File: config.mk
export PLATFORM = sky130hd
export DESIGN_NAME = rng_arbiter
export DESIGN_NICKNAME = d
export VERILOG_FILES = /design/src/rtl/rng_arbiter.sv
export SDC_FILE = /design/constraint.sdc
export NUM_CORES = 1
export LEC_CHECK = 0
export BUFFER_PORTS_ARGS = -buffer_cell sky130_fd_sc_hd__buf_2
export CAP_MARGIN = 20
export CORE_MARGIN = 2
export CORE_UTILIZATION = 41
export CTS_CLUSTER_DIAMETER = 30
export DETAILED_ROUTE_END_ITERATION = 10
export GPL_TIMING_DRIVEN = 0
export MAX_ROUTING_LAYER = met4
export PLACE_DENSITY_LB_ADDON = 0.08
export SETUP_SLACK_MARGIN = 0.05
export SLEW_MARGIN = 15
export SYNTH_ARGS = -nofsm -noshare
export SYNTH_HDL_FRONTEND = slang
export SYNTH_SLANG_ARGS = --single-unit
File: constraint.sdc
create_clock -name clk -period 1.4 [get_ports clk]
set_input_delay 0.28 -clock clk [delete_from_list [all_inputs] [get_ports clk]]
set_output_delay 0.28 -clock clk [all_outputs]
set_load 0.02 [all_outputs]
File: src/rtl/rng_arbiter.sv
// rtl/rng_arbiter.sv - two-requester round-robin arbiter serving LFSR random bytes
//
// Purpose: owns one 8-bit LFSR. After reset or a seed load the LFSR is
// warmed up for WARMUP shifts, then each served request advances it by
// STEPS shifts and hands the resulting byte to the granted requester.
//
// Ports:
//   clk      sole clock, rising edge
//   rst      asynchronous active-high reset
//   seed_we  load seed into the LFSR, aborting any in-flight request
//   seed     seed value
//   req      level request per requester, held until its gnt bit is seen
//   gnt      one-hot, one-cycle grant pulse; rdata valid in the same cycle
//   rdata    random byte, held between grants
//   busy     high in every state except READY
module rng_arbiter #(
  parameter int WARMUP = 16,
  parameter int STEPS  = 8
) (
  input  logic       clk,
  input  logic       rst,
  input  logic       seed_we,
  input  logic [7:0] seed,
  input  logic [1:0] req,
  output logic [1:0] gnt,
  output logic [7:0] rdata,
  output logic       busy
);

  localparam int MAXC = (WARMUP > STEPS) ? WARMUP : STEPS;
  localparam int CW   = (MAXC < 1) ? 1 : $clog2(MAXC + 1);

  localparam logic [CW-1:0] WARM_CNT = CW'(WARMUP);
  localparam logic [CW-1:0] STEP_CNT = CW'(STEPS);
  localparam logic [CW-1:0] CNT_ONE  = CW'(1);

  localparam logic [1:0] S_WARM  = 2'd0;
  localparam logic [1:0] S_READY = 2'd1;
  localparam logic [1:0] S_STEP  = 2'd2;
  localparam logic [1:0] S_GRANT = 2'd3;

  // With no warm-up the block is immediately ready after reset / reseed.
  localparam logic [1:0] S_INIT = (WARMUP == 0) ? S_READY : S_WARM;

  logic [1:0]    state;
  logic [CW-1:0] cnt;
  logic [7:0]    lfsr;
  logic [7:0]    lfsr_next;
  logic [7:0]    rdata_q;
  logic          sel;      // requester being served
  logic          last;     // requester granted most recently
  logic          win;
  logic          grant_fire;

  // The extra (lfsr == 0) term kicks the register out of the all-zero lock-up.
  assign lfsr_next = {lfsr[4] ^ lfsr[3] ^ lfsr[2] ^ lfsr[0] ^ (lfsr == 8'h00),
                      lfsr[7:1]};

  // Round robin: a lone request wins outright; on contention the requester
  // that was not granted last wins. last resets to 1 so requester 0 is favoured.
  assign win = (req == 2'b11) ? ~last : req[1];

  // A seed load in the GRANT cycle cancels the grant, so gnt and the rdata
  // bypass are qualified by seed_we directly.
  assign grant_fire = (state == S_GRANT) && !seed_we;

  assign gnt   = grant_fire ? (sel ? 2'b10 : 2'b01) : 2'b00;
  assign rdata = grant_fire ? lfsr : rdata_q;
  assign busy  = (state != S_READY);

  always_ff @(posedge clk or posedge rst) begin
    if (rst) begin
      state   <= S_INIT;
      cnt     <= WARM_CNT;
      lfsr    <= 8'h01;
      rdata_q <= 8'h00;
      sel     <= 1'b0;
      last    <= 1'b1;
    end else if (seed_we) begin
      lfsr  <= seed;
      cnt   <= WARM_CNT;
      state <= S_INIT;
    end else begin
      case (state)
        S_WARM: begin
          lfsr <= lfsr_next;
          cnt  <= cnt - CNT_ONE;
          if (cnt == CNT_ONE) state <= S_READY;
        end
        S_READY: begin
          if (req != 2'b00) begin
            sel   <= win;
            cnt   <= STEP_CNT;
            state <= S_STEP;
          end
        end
        S_STEP: begin
          lfsr <= lfsr_next;
          cnt  <= cnt - CNT_ONE;
          if (cnt == CNT_ONE) state <= S_GRANT;
        end
        S_GRANT: begin
          rdata_q <= lfsr;
          last    <= sel;
          state   <= S_READY;
        end
        default: state <= S_INIT;
      endcase
    end
  end

endmodule

Word level (Yosys, flattened, before mapping)

Cells that the tools add are included.

Div/mod/pow operators: 0
Add/subtract/negate cells: 1
Shift operators: 0
Reductions and logical operators: 12
Bitwise gates (word level): 6
Eq/ne operators: 9
Magnitude comparators: 0
Mux-type cells: 14
$mul: 0

Operators by type and width:

| cell                                                                    | count |
|---|---|
| 8-bit two-way mux                                                       | 3 |
| 2-bit two-way mux                                                       | 6 |
| 5-bit two-way mux                                                       | 2 |
| 5-bit one-hot mux with 2 select lines                                   | 1 |
| 3-bit inequality test, second input constant                            | 3 |
| 8-bit zero test                                                         | 1 |
| 2-bit one-hot mux with 4 select lines                                   | 1 |
| 2-bit == test, second input constant                                    | 3 |
| 3-bit AND reduction                                                     | 2 |
| 5-bit by 1-bit == test with 1-bit output, second input constant         | 1 |
| 5-bit by 1-bit subtractor with 5-bit output, second input constant      | 1 |
| 2-bit AND reduction                                                     | 2 |
| 2-bit nonzero test                                                      | 2 |
| 1-bit bitwise XOR                                                       | 4 |
| 3-bit nonzero test                                                      | 1 |
| 2-bit by 1-bit == test with 1-bit output, second input constant         | 1 |
| 2-bit zero test                                                         | 1 |
| 2-bit by 1-bit inequality test with 1-bit output, second input constant | 1 |
| 1-bit NOT                                                               | 2 |
| 2-bit OR reduction                                                      | 1 |
| 1-bit logical AND                                                       | 1 |
| 1-bit zero test                                                         | 1 |
| 1-bit two-way mux                                                       | 1 |

Bits in read-only memories: 0
Memories: 0
Input bits: 13
Output and inout port bits: 11
Bits in registers: 25
Bits in latches: 0
Bits in writable memories: 0

Longest topological paths before layout

Gate-level depths: netlist (run 1).

Word-level depth: 6
Depth in mapped cells: 6
Gate-level depth less buffers: 5

Least setup slack after synthesis (run 1)

No wires, ideal clock.

Kind: register -> register
From: reg state[0]
To: reg cnt[2]
Path slack: -0.191 ns
Clock period less this slack: 1.591 ns
Stages on the path, launching flop included: 6
Library setup time: 0.126 ns
Required time: 1.274 ns
Path buffers: 0
Arrival: 1.465 ns
Cell sequence: dfrtp_1 inv_1 ha_1 nor2_1 o21ai_0 a311o_1

Word-level cells in the longest chain between the ends: 4
Elaborated cells between the ends (all ways): 9

RTL lines:

| item                                                                        | RTL line | RTL |
|---|---|---|
| start, declared                                                             | 45       | `logic [1:0] state;` |
| start signal, assigned                                                      | 73       | `state <= S_INIT;` |
| start signal, assigned                                                      | 82       | `state <= S_INIT;` |
| start signal, assigned                                                      | 88       | `if (cnt == CNT_ONE) state <= S_READY;` |
| 2-bit == test or 2-bit zero test (tied branches)                            | 84       | `case (state)` |
| 2-bit OR reduction (no source line)                                         | --       |  |
| 5-bit one-hot mux with 2 select lines or 3-bit nonzero test (tied branches) | --       |  |
| 5-bit two-way mux or 2-bit AND reduction (tied branches)                    | --       |  |
| end signal, assigned                                                        | 87       | `cnt <= cnt - CNT_ONE;` |
| end signal, assigned                                                        | 99       | `cnt <= cnt - CNT_ONE;` |
| end, declared                                                               | 46       | `logic [CW-1:0] cnt;` |

Several ways; a longest one is shown, not always the timed one.
A chain may end at the register's enable or synchronous reset.

Worst setup path after layout (run 1)

From: reg state[0]
To: out rdata[2]

Word-level cells in the longest chain between the ends: 3

RTL lines:

| item              | RTL line | RTL |
|---|---|---|
| 2-bit == test     | 65       | `assign grant_fire = (state == S_GRANT) && !seed_we;` |
| 1-bit logical AND | 65       |  |
| 8-bit two-way mux | 68       | `assign rdata = grant_fire ? lfsr : rdata_q;` |
| end, declared     | 26       | `output logic [7:0] rdata,` |

Every way passes these cells.

==> results.cfg, run 1 <==
[detailed_routing]
routedWlPerCell_um = 15.1
route.met2.wl_mm = 1.62
drt_iter0_markers = 22
dr_wl_met3_um = 77
avgViaCountPerCell = 5.21
drt-total-wl_mm = 3.18
drtAntennaViolNets = 0
drc = 0
met1_length_mm = 1.47
drt-pass1-iter-count = 4
via_count = 1099
highest_layer = met4

[floorplanning]
die_w_um = 61.5
rows = 20
io_pins = 24
die_area_um2 = 3780
start_util_pct = 43.7
core_um2 = 3100
die_h_um = 61.5

[worst_setup_path]
crit_path_max_fanout = 4
crit_start = state[0]
r2r-start = state[1]
rr_worst_depth = 7
r2r_slack_ns = -0.37
cp-end-kind = output pin
rr_endpoint = state[0]
critPathKind = flop to output pin
cp.required_ns = 1.12
worstPathArrival_ns = 1.52
start_kind = flop
endpoint = rdata[2]

[power_and_ir_drop]
power_frac_clock_pct = 11.4
power_frac_comb_pct = 48.3
p_leak_nw = 0.943
power.total_w = 0.00283
switchingPower_w = 0.00103
p_sw_share_pct = 36.4
p_per_area_nw_per_um2 = 1450
vdd_drop_max_mv = 0.694
intPower_w = 0.00180
power_frac_seq_pct = 40.3

[clocking]
ctsHoldBuffers = 0
cts-root-buf = clkbuf_4
tritoncts = done
h-tree-depth = 1
cts_made_buffers = 3
clk_pin_slew_worst_paths_ns = 0.14
clock-sinks = 25
clockBufferDepth = 2
clock_latency_ns = 0.31

[synth]
yosysWarnings = 0
yosysSeqAreaShare_pct = 46.4
synth_edf_count = 0
synth_cells = 124
syn_nets = 144
synth.cell_area_um2 = 1360
synth-async-reset-ratio_pct = 100
ys_ff_latch = 25
synth_top_area_cell = dfrtp_1
yosysUniqueCellTypes = 43
syn_avg_cell_area_um2 = 10.9
synth_area_leaders = dfrtp_1 (41%), ha_1 (6.5%), dfstp_2 (5.8%), mux2_2 (5.8%), mux2i_1 (5.2%)
synth-main-ff-cell = dfrtp_1
synth_top_cell_area_share_pct = 40.6

[placement]
port-buffer-count = 23
dp_hpwl_mm = 2.08
placed_cells = 191
dp_slack_ns = -0.352
placed_cell_area_um2 = 1590
gp_congestion = 0.749

[worst_hold_path]
hold_path_class = input port to async pin

[grt]
grt_pass1_vias = 1112
grt_pass1_wl_mm = 5.11
grt_usage_pct = 19.1
grt_max_degree = 26
antenna_found_initial = 0
gr-total-overflow = 0

[sta]
relSlewSlack_pct = 35.1
finClkSkew_ns = 0.00701
fmax_ghz = 0.556
grt_setup_unrepaired = yes
fin_crit_ns = 1.80
hold_violations = 0
setup_viol = 26
tightest_slew_ns = 0.972
tns_ns = -7.90
drv_slew = 0
fin_ws_ns = -0.399
finalCritPeriodShare_pct = 128

[cells_and_area]
area_delta_synth_final_pct = 43.5
final_common_cell = dfrtp_1
num_antenna_cells = 0
fin_cells = 211
fin_nets = 188
mostFrequentLayoutCells = dfrtp_1 (21), buf_2 (14), buf_4 (13)
drive_gt1_share_pct = 46.1
fin_area_um2 = 1950

[flow_run]
maxCapViolCount = 0

[outcome]
status = complete, but fails checks
violations = negative setup slack
-- power groups by stage --
stage	clock, W	combinational, W	sequential [W]
after floorplan	0	0.000805	0.00109
after global placement	0	0.000970	0.00113
after detailed placement	0	0.00100	0.00115
after CTS	0.000340	0.00124	0.00113
after global routing	0.000368	0.00148	0.00117
final	0.000321	0.00137	0.00114
-- flip-flops by register name (all words and copies together) (netlist names) --
name and count:
rdata_q 8, state 2, lfsr 8, last 1
cnt 5, sel 1
-- routing by layer --
metal	up-vias	track usage, %
li1	538	-
met1	542	24.6
met2	17	31.4
met3	2	1.89
met4	0	6.38
met5	-	-
-- worst max-delay path, cell delays in order (launching register included) --
cell and delay [ns]:
dfrtp_2 0.45, ha_4 0.20, nand2_4 0.11, mux2_4 0.32, buf_6 0.13
-- how the worst min path moves through the flow --
stage / slack [ns] / start / endpoint / cells after the start
2_1_floorplan: 0.31 / rst / cnt[0] / 1
3_3_place_gp: 0.47 / rdata_q[4] / rdata_q[4] / 1
3_5_place_dp: 0.48 / rdata_q[4] / rdata_q[4] / 1
4_1_cts: 0.15 / seed[0] / lfsr[0] / 3
5_1_grt: 0.15 / seed[0] / lfsr[0] / 3
6_report: 0.16 / rst / cnt[2] / 2
-- final cells by class --
type                    count  area (um^2)
clock buffers               4         26.3
well taps                  44         55.1
inverters                  10         47.5
flip-flops and latches     25          631
repair buffers             38          318
multi-input cells          85          825
fillers                   291         1160
plain buffers               5         43.8
-- kinds of logic (layout without fill, tap and decap cells) --
family | after synthesis | count (layout) | synth area share [%]
compound gates | 28 | 28 | 15.2
xor+xnor | 3 | 3 | 1.94
fa+ha+maj | 7 | 7 | 6.46
buf+inv | 15 | 57 | 4.52
flops | 25 | 25 | 46.4
mux | 15 | 15 | 11.8
simple gates | 31 | 32 | 13.7
-- Yosys cell counts (2+ instances only) --
cell      count
ha_1          7
nand2_1       7
mux2i_1       7
or4b_1        2
a31oi_1       4
o21ai_0       2
xor2_1        2
inv_1         9
mux2_2        7
o211ai_1      2
dfrtp_1      22
buf_2         4
a21o_1        2
nor2_1        3
dfstp_2       3
o21ai_1       7
nor4_1        4
nor3_1        3
o221ai_1      2
nand2b_1      2
-- through the flow --
step / hold WS, ns / util, %
finish: 0.162 / 62.7
global route: 0.150 / 62.7
CTS: 0.152 / 59.1
detailed placement: 0.475 / 51.2
floorplan: 0.305 / -
global placement: 0.474 / 51.2
-- timing repair --
item	in CTS	in global routing
pin swaps	5	5
setup endpoints to repair	34	27
buffers inserted	9	5
cloned	1	1
gates resized for setup	36	15
Note: power is estimated with default switching activity, not from simulation.
==> inputs of run 2 (changes only) <==
Settings changed: ABC_CLOCK_PERIOD_IN_PS set to 1660.
Clock period 1.4 ns to 1.66 ns, I/O delays scaled along.
==> run 2 against run 1 <==
  * The run still ends with negative setup slack left
  * Count of clock-buffer cells in the layout unchanged
  * Final cell count is 0.47% higher
  * Combinational power fell by 9%
  * Sequential share of layout area down 0.97 points
  * Clock skew fell by 0.00070 ns
  * Register-to-register slack improved by 0.27 ns
  * Global-route usage is 0.15 points lower
  * Power is 12% lower
  * Final area rose by 2.9%
  * Flip-flop and latch count unchanged
==> results.cfg, run 2 (synthesized netlist as in run 1, its figures left out) <==
[outcome]
status = complete, but fails checks
violations = negative setup slack

[power_and_ir_drop]
power.total_w = 0.00249
vdd_drop_max_mv = 0.605
p_per_area_nw_per_um2 = 1240
p_leak_nw = 0.959

[floorplanning]
die_area_um2 = 3780
io_pins = 24
start_util_pct = 43.7
die_w_um = 61.5
die_h_um = 61.5
rows = 20
core_um2 = 3100

[clocking]
ctsHoldBuffers = 0
cts-root-buf = clkbuf_4
clk_pin_slew_worst_paths_ns = 0.13
cts_made_buffers = 3
tritoncts = done
clock_latency_ns = 0.32
clockBufferDepth = 2
h-tree-depth = 1
clock-sinks = 25

[sta]
fin_crit_ns = 1.87
finClkSkew_ns = 0.00632
fin_ws_ns = -0.206
drv_slew = 0
hold_slack_ns = 0.211
finalCritPeriodShare_pct = 112
tightest_slew_ns = 0.963
tns_ns = -2.06
grt_setup_unrepaired = yes
relSlewSlack_pct = 35.7
hold_violations = 0
setup_viol = 16
fmax_ghz = 0.536

[placement]
gp_congestion = 0.796
port-buffer-count = 23
dp_slack_ns = -0.239
dp_hpwl_mm = 1.92

[cells_and_area]
fin_nets = 189
final_common_cell = dfrtp_1
num_antenna_cells = 0
drive_gt1_share_pct = 49.4
area_delta_synth_final_pct = 47.6
reg.largest.list = lfsr: 8 flops, rdata_q: 8 flops, cnt: 5 flops
mostFrequentLayoutCells = dfrtp_1 (22), buf_2 (14), buf_4 (14)

[detailed_routing]
dr_wl_met3_um = 125
met1_length_mm = 1.46
drt-pass1-iter-count = 4
route.met2.wl_mm = 1.69
avgViaCountPerCell = 5.36
highest_layer = met4
drt-total-wl_mm = 3.30
routedWlPerCell_um = 15.5
drt_iter0_markers = 45
drtAntennaViolNets = 0
via_count = 1136
drc = 0

[flow_run]
maxCapViolCount = 0

[worst_setup_path]
worstPathArrival_ns = 1.53
crit_path_max_fanout = 4
cp-end-kind = output pin
cp.required_ns = 1.33
critPathKind = flop to output pin
start_kind = flop

[grt]
grt_max_degree = 26
grt_pass1_wl_mm = 5.12
gr-total-overflow = 0
antenna_found_initial = 0
grt_usage_pct = 18.9
grt_pass1_vias = 1145

[worst_hold_path]
hold_path_class = input port to async pin
[run 2: where the power goes]
group | leakage [nW] | internal (W) | switching (W)
Sequential | 0.316 | 0.000788 | 0.000184
Combinational | 0.628 | 0.000671 | 0.000571
Clock | 0.0150 | 0.0000938 | 0.000183
[run 2: cell type report]
type                            count  area [um^2]
Fill cell                         265         1100
Multi-Input combinational cell     85          866
Sequential cell                    25          629
Timing Repair Buffer               39          337
Tap cell                           44         55.1
Inverter                           10         45.0
Buffer                              5         43.8
Clock buffer                        4         26.3
[run 2: layer usage]
| metal | GRT usage (%) | vias to the layer above |
|---|---|---|
| met5 | - | - |
| met4 | 5.47 | 0 |
| met3 | 1.89 | 2 |
| met2 | 32.3 | 34 |
| met1 | 23.7 | 557 |
| li1 | - | 543 |
[run 2: critical path, stage by stage (launching register included)]
cell and delay (ns):
dfrtp_1 0.45, ha_4 0.21, nand2_4 0.11, mux2_4 0.32, buf_6 0.13
[run 2: timing repair]
action / in CTS / in global routing
pin swaps: 9 / 9
buffers inserted: 11 / 5
cloned: 2 / 0
endpoints found under the setup margin: 25 / 26
hold endpoints to repair: 0 / 0
gates resized for setup: 59 / 14
[run 2: final timing paths]
path / from / to / slack [ns] / cells after the start
worst max-delay path: state[1] / rdata[4] / -0.21 / 4
worst min-delay path: rst / rdata_q[0] / 0.21 / 2
worst max register to register: state[1] / state[0] / -0.10 / 7
worst min register to register: cnt[4] / cnt[4] / 0.52 / 1
max in group asynchronous: rst / cnt[2] / 0.86 / 2
min in group clk: seed[5] / lfsr[5] / 0.21 / 3
[run 2: per-stage QoR]
step / instance area [um^2] / util [%] / instances
finish: 2000 / 64.5 / 212
global placement: 1530 / 49.2 / 191
floorplan: 1360 / - / 124
global route: 2000 / 64.5 / 212
CTS: 1910 / 61.5 / 208
detailed placement: 1530 / 49.2 / 191
==> inputs of run 3 (changes only) <==
Settings changed: CTS_BUF_LIST set to sky130_fd_sc_hd__clkbuf_2.
==> run 3 against run 2 <==
  * The run still ends with negative setup slack left
  * Highest routed layer unchanged
  * Clock power down 13%
  * Critical path type unchanged
  * Register-to-register slack lost 0.09 ns
  * Sequential power down 0.8%
  * Routed wire length decreased by 6.3%
  * Flip-flop and latch count did not move
  * Final area decreased by 5.0%
  * Via count is 3.5% lower
  * First-iteration DRC count down 36%
  * Largest cell class unchanged
  * Worst hold slack worse by 0.041 ns
  * Die area stayed put
  * Global-route usage is 0.18 points higher
==> results.cfg, run 3 (synthesized netlist as in run 1, its figures left out) <==
[power_and_ir_drop]
vdd_drop_max_mv = 0.529
switchingPower_w = 0.000856
intPower_w = 0.00147
p_sw_share_pct = 36.9
power_frac_seq_pct = 41.5
power_frac_clock_pct = 10.3
p_per_area_nw_per_um2 = 1220
power_frac_comb_pct = 48.1
p_leak_nw = 0.934

[grt]
grt_pass1_wl_mm = 5.22
grt_usage_pct = 19.1
antenna_found_initial = 0
grt_pass1_vias = 1142
gr-total-overflow = 0
grt_max_degree = 26

[floorplanning]
start_util_pct = 43.7
die_h_um = 61.5
die_w_um = 61.5
rows = 20
die_area_um2 = 3780
io_pins = 24
core_um2 = 3100

[detailed_routing]
via_count = 1096
drc = 0
avgViaCountPerCell = 5.29
routedWlPerCell_um = 14.9
drt-pass1-iter-count = 4
drt_iter0_markers = 29
drt-total-wl_mm = 3.09
drtAntennaViolNets = 0

[cells_and_area]
area_delta_synth_final_pct = 40.2
mostFrequentLayoutCells = dfrtp_1 (22), buf_2 (15), buf_6 (11)
fillCellCount = 273
reg.largest.list = lfsr: 8 flops, rdata_q: 8 flops, cnt: 5 flops
fin_cells = 207
fin_nets = 184
drive_gt1_share_pct = 44.8
num_antenna_cells = 0
utilization_pct = 61.3
final_common_cell = dfrtp_1

[sta]
drv_slew = 0
finClkSkew_ns = 0.0115
tightest_slew_ns = 0.950
hold_violations = 0
relSlewSlack_pct = 36.6
grt_setup_unrepaired = yes
fin_ws_ns = -0.236
finalCritPeriodShare_pct = 114
fin_crit_ns = 1.90
fmax_ghz = 0.527
setup_viol = 21

[worst_setup_path]
cp_num_buf_inv = 1
start_kind = flop
path_cells = ha_4, nand2_4, mux2_4, buf_6
cp_slowest_cell = dfrtp_1
cp.required_ns = 1.33
crit_path_max_fanout = 4
critPathKind = flop to output pin
worstPathArrival_ns = 1.56
cp-end-kind = output pin
path_delay_family = flip-flops
max_stage_delay_ns = 0.47

[placement]
port-buffer-count = 23
dp_hpwl_mm = 1.92
placed_cells = 191
gp_congestion = 0.796

[clocking]
ctsHoldBuffers = 0
h-tree-depth = 1
clockBufferDepth = 2
cts-root-buf = clkbuf_2
clock_latency_ns = 0.33
cts_made_buffers = 3
tritoncts = done
clock-sinks = 25
clk_pin_slew_worst_paths_ns = 0.24

[outcome]
status = complete, but fails checks
violations = negative setup slack

[flow_run]
maxCapViolCount = 0

[worst_hold_path]
hold_path_class = input port to async pin
[run 3: final cells by class]
type	instances	area, um^2	share of cell area, %
Multi-Input combinational cell	85	830	43.6
Sequential cell	25	629	33.1
Timing Repair Buffer	34	285	15.0
Tap cell	44	55.1	2.89
Inverter	10	42.5	2.24
Buffer	5	40.0	2.11
Clock buffer	4	20.0	1.05
[run 3: final timing paths]
check / startpoint / endpoint / slack (ns) / cells past startpoint
setup / recovery: state[1] / rdata[4] / -0.24 / 4
hold / removal: rst / lfsr[4] / 0.17 / 2
setup reg to reg: state[1] / state[0] / -0.19 / 8
hold reg to reg: cnt[4] / cnt[4] / 0.52 / 1
max in group asynchronous: rst / cnt[2] / 0.91 / 2
min in group clk: seed[5] / lfsr[5] / 0.18 / 3
[run 3: routing by layer]
| layer | global-route usage, % | vias up | wire length, um |
|---|---|---|---|
| met5 | - | - | 0 |
| met4 | 5.17 | 0 | 27 |
| met3 | 2.10 | 4 | 77 |
| met2 | 32.0 | 20 | 1590 |
| met1 | 24.5 | 538 | 1390 |
| li1 | - | 534 | - |
[run 3: through the flow]
step                      setup TNS, ns  setup WS (ns)  total power (W)  area, um^2  hold slack [ns]
after detailed placement          -2.44         -0.239          0.00173        1530            0.473
final                             -3.39         -0.236          0.00232        1900            0.170
after floorplan                       0         0.0689          0.00153        1360            0.357
after global routing              -5.04         -0.318          0.00249        1900            0.143
after CTS                         -3.61         -0.259          0.00232        1890            0.151
after global placement            -1.92         -0.214          0.00171        1530            0.465
[run 3: power groups by stage]
| stage | Combinational (W) | Clock, W | Sequential, W |
|---|---|---|---|
| floorplan | 0.000621 | 0 | 0.000912 |
| global placement | 0.000761 | 0 | 0.000952 |
| detailed placement | 0.000770 | 0 | 0.000963 |
| CTS | 0.00110 | 0.000259 | 0.000959 |
| global route | 0.00122 | 0.000277 | 0.000990 |
| finish | 0.00112 | 0.000240 | 0.000964 |
[run 3: repair_timing]
| action | in CTS | in global routing |
|---|---|---|
| cloned | 2 | 0 |
| buffers inserted | 9 | 1 |
| pin swaps | 9 | 4 |
| resized for setup | 58 | 3 |
| setup endpoints to repair | 25 | 26 |
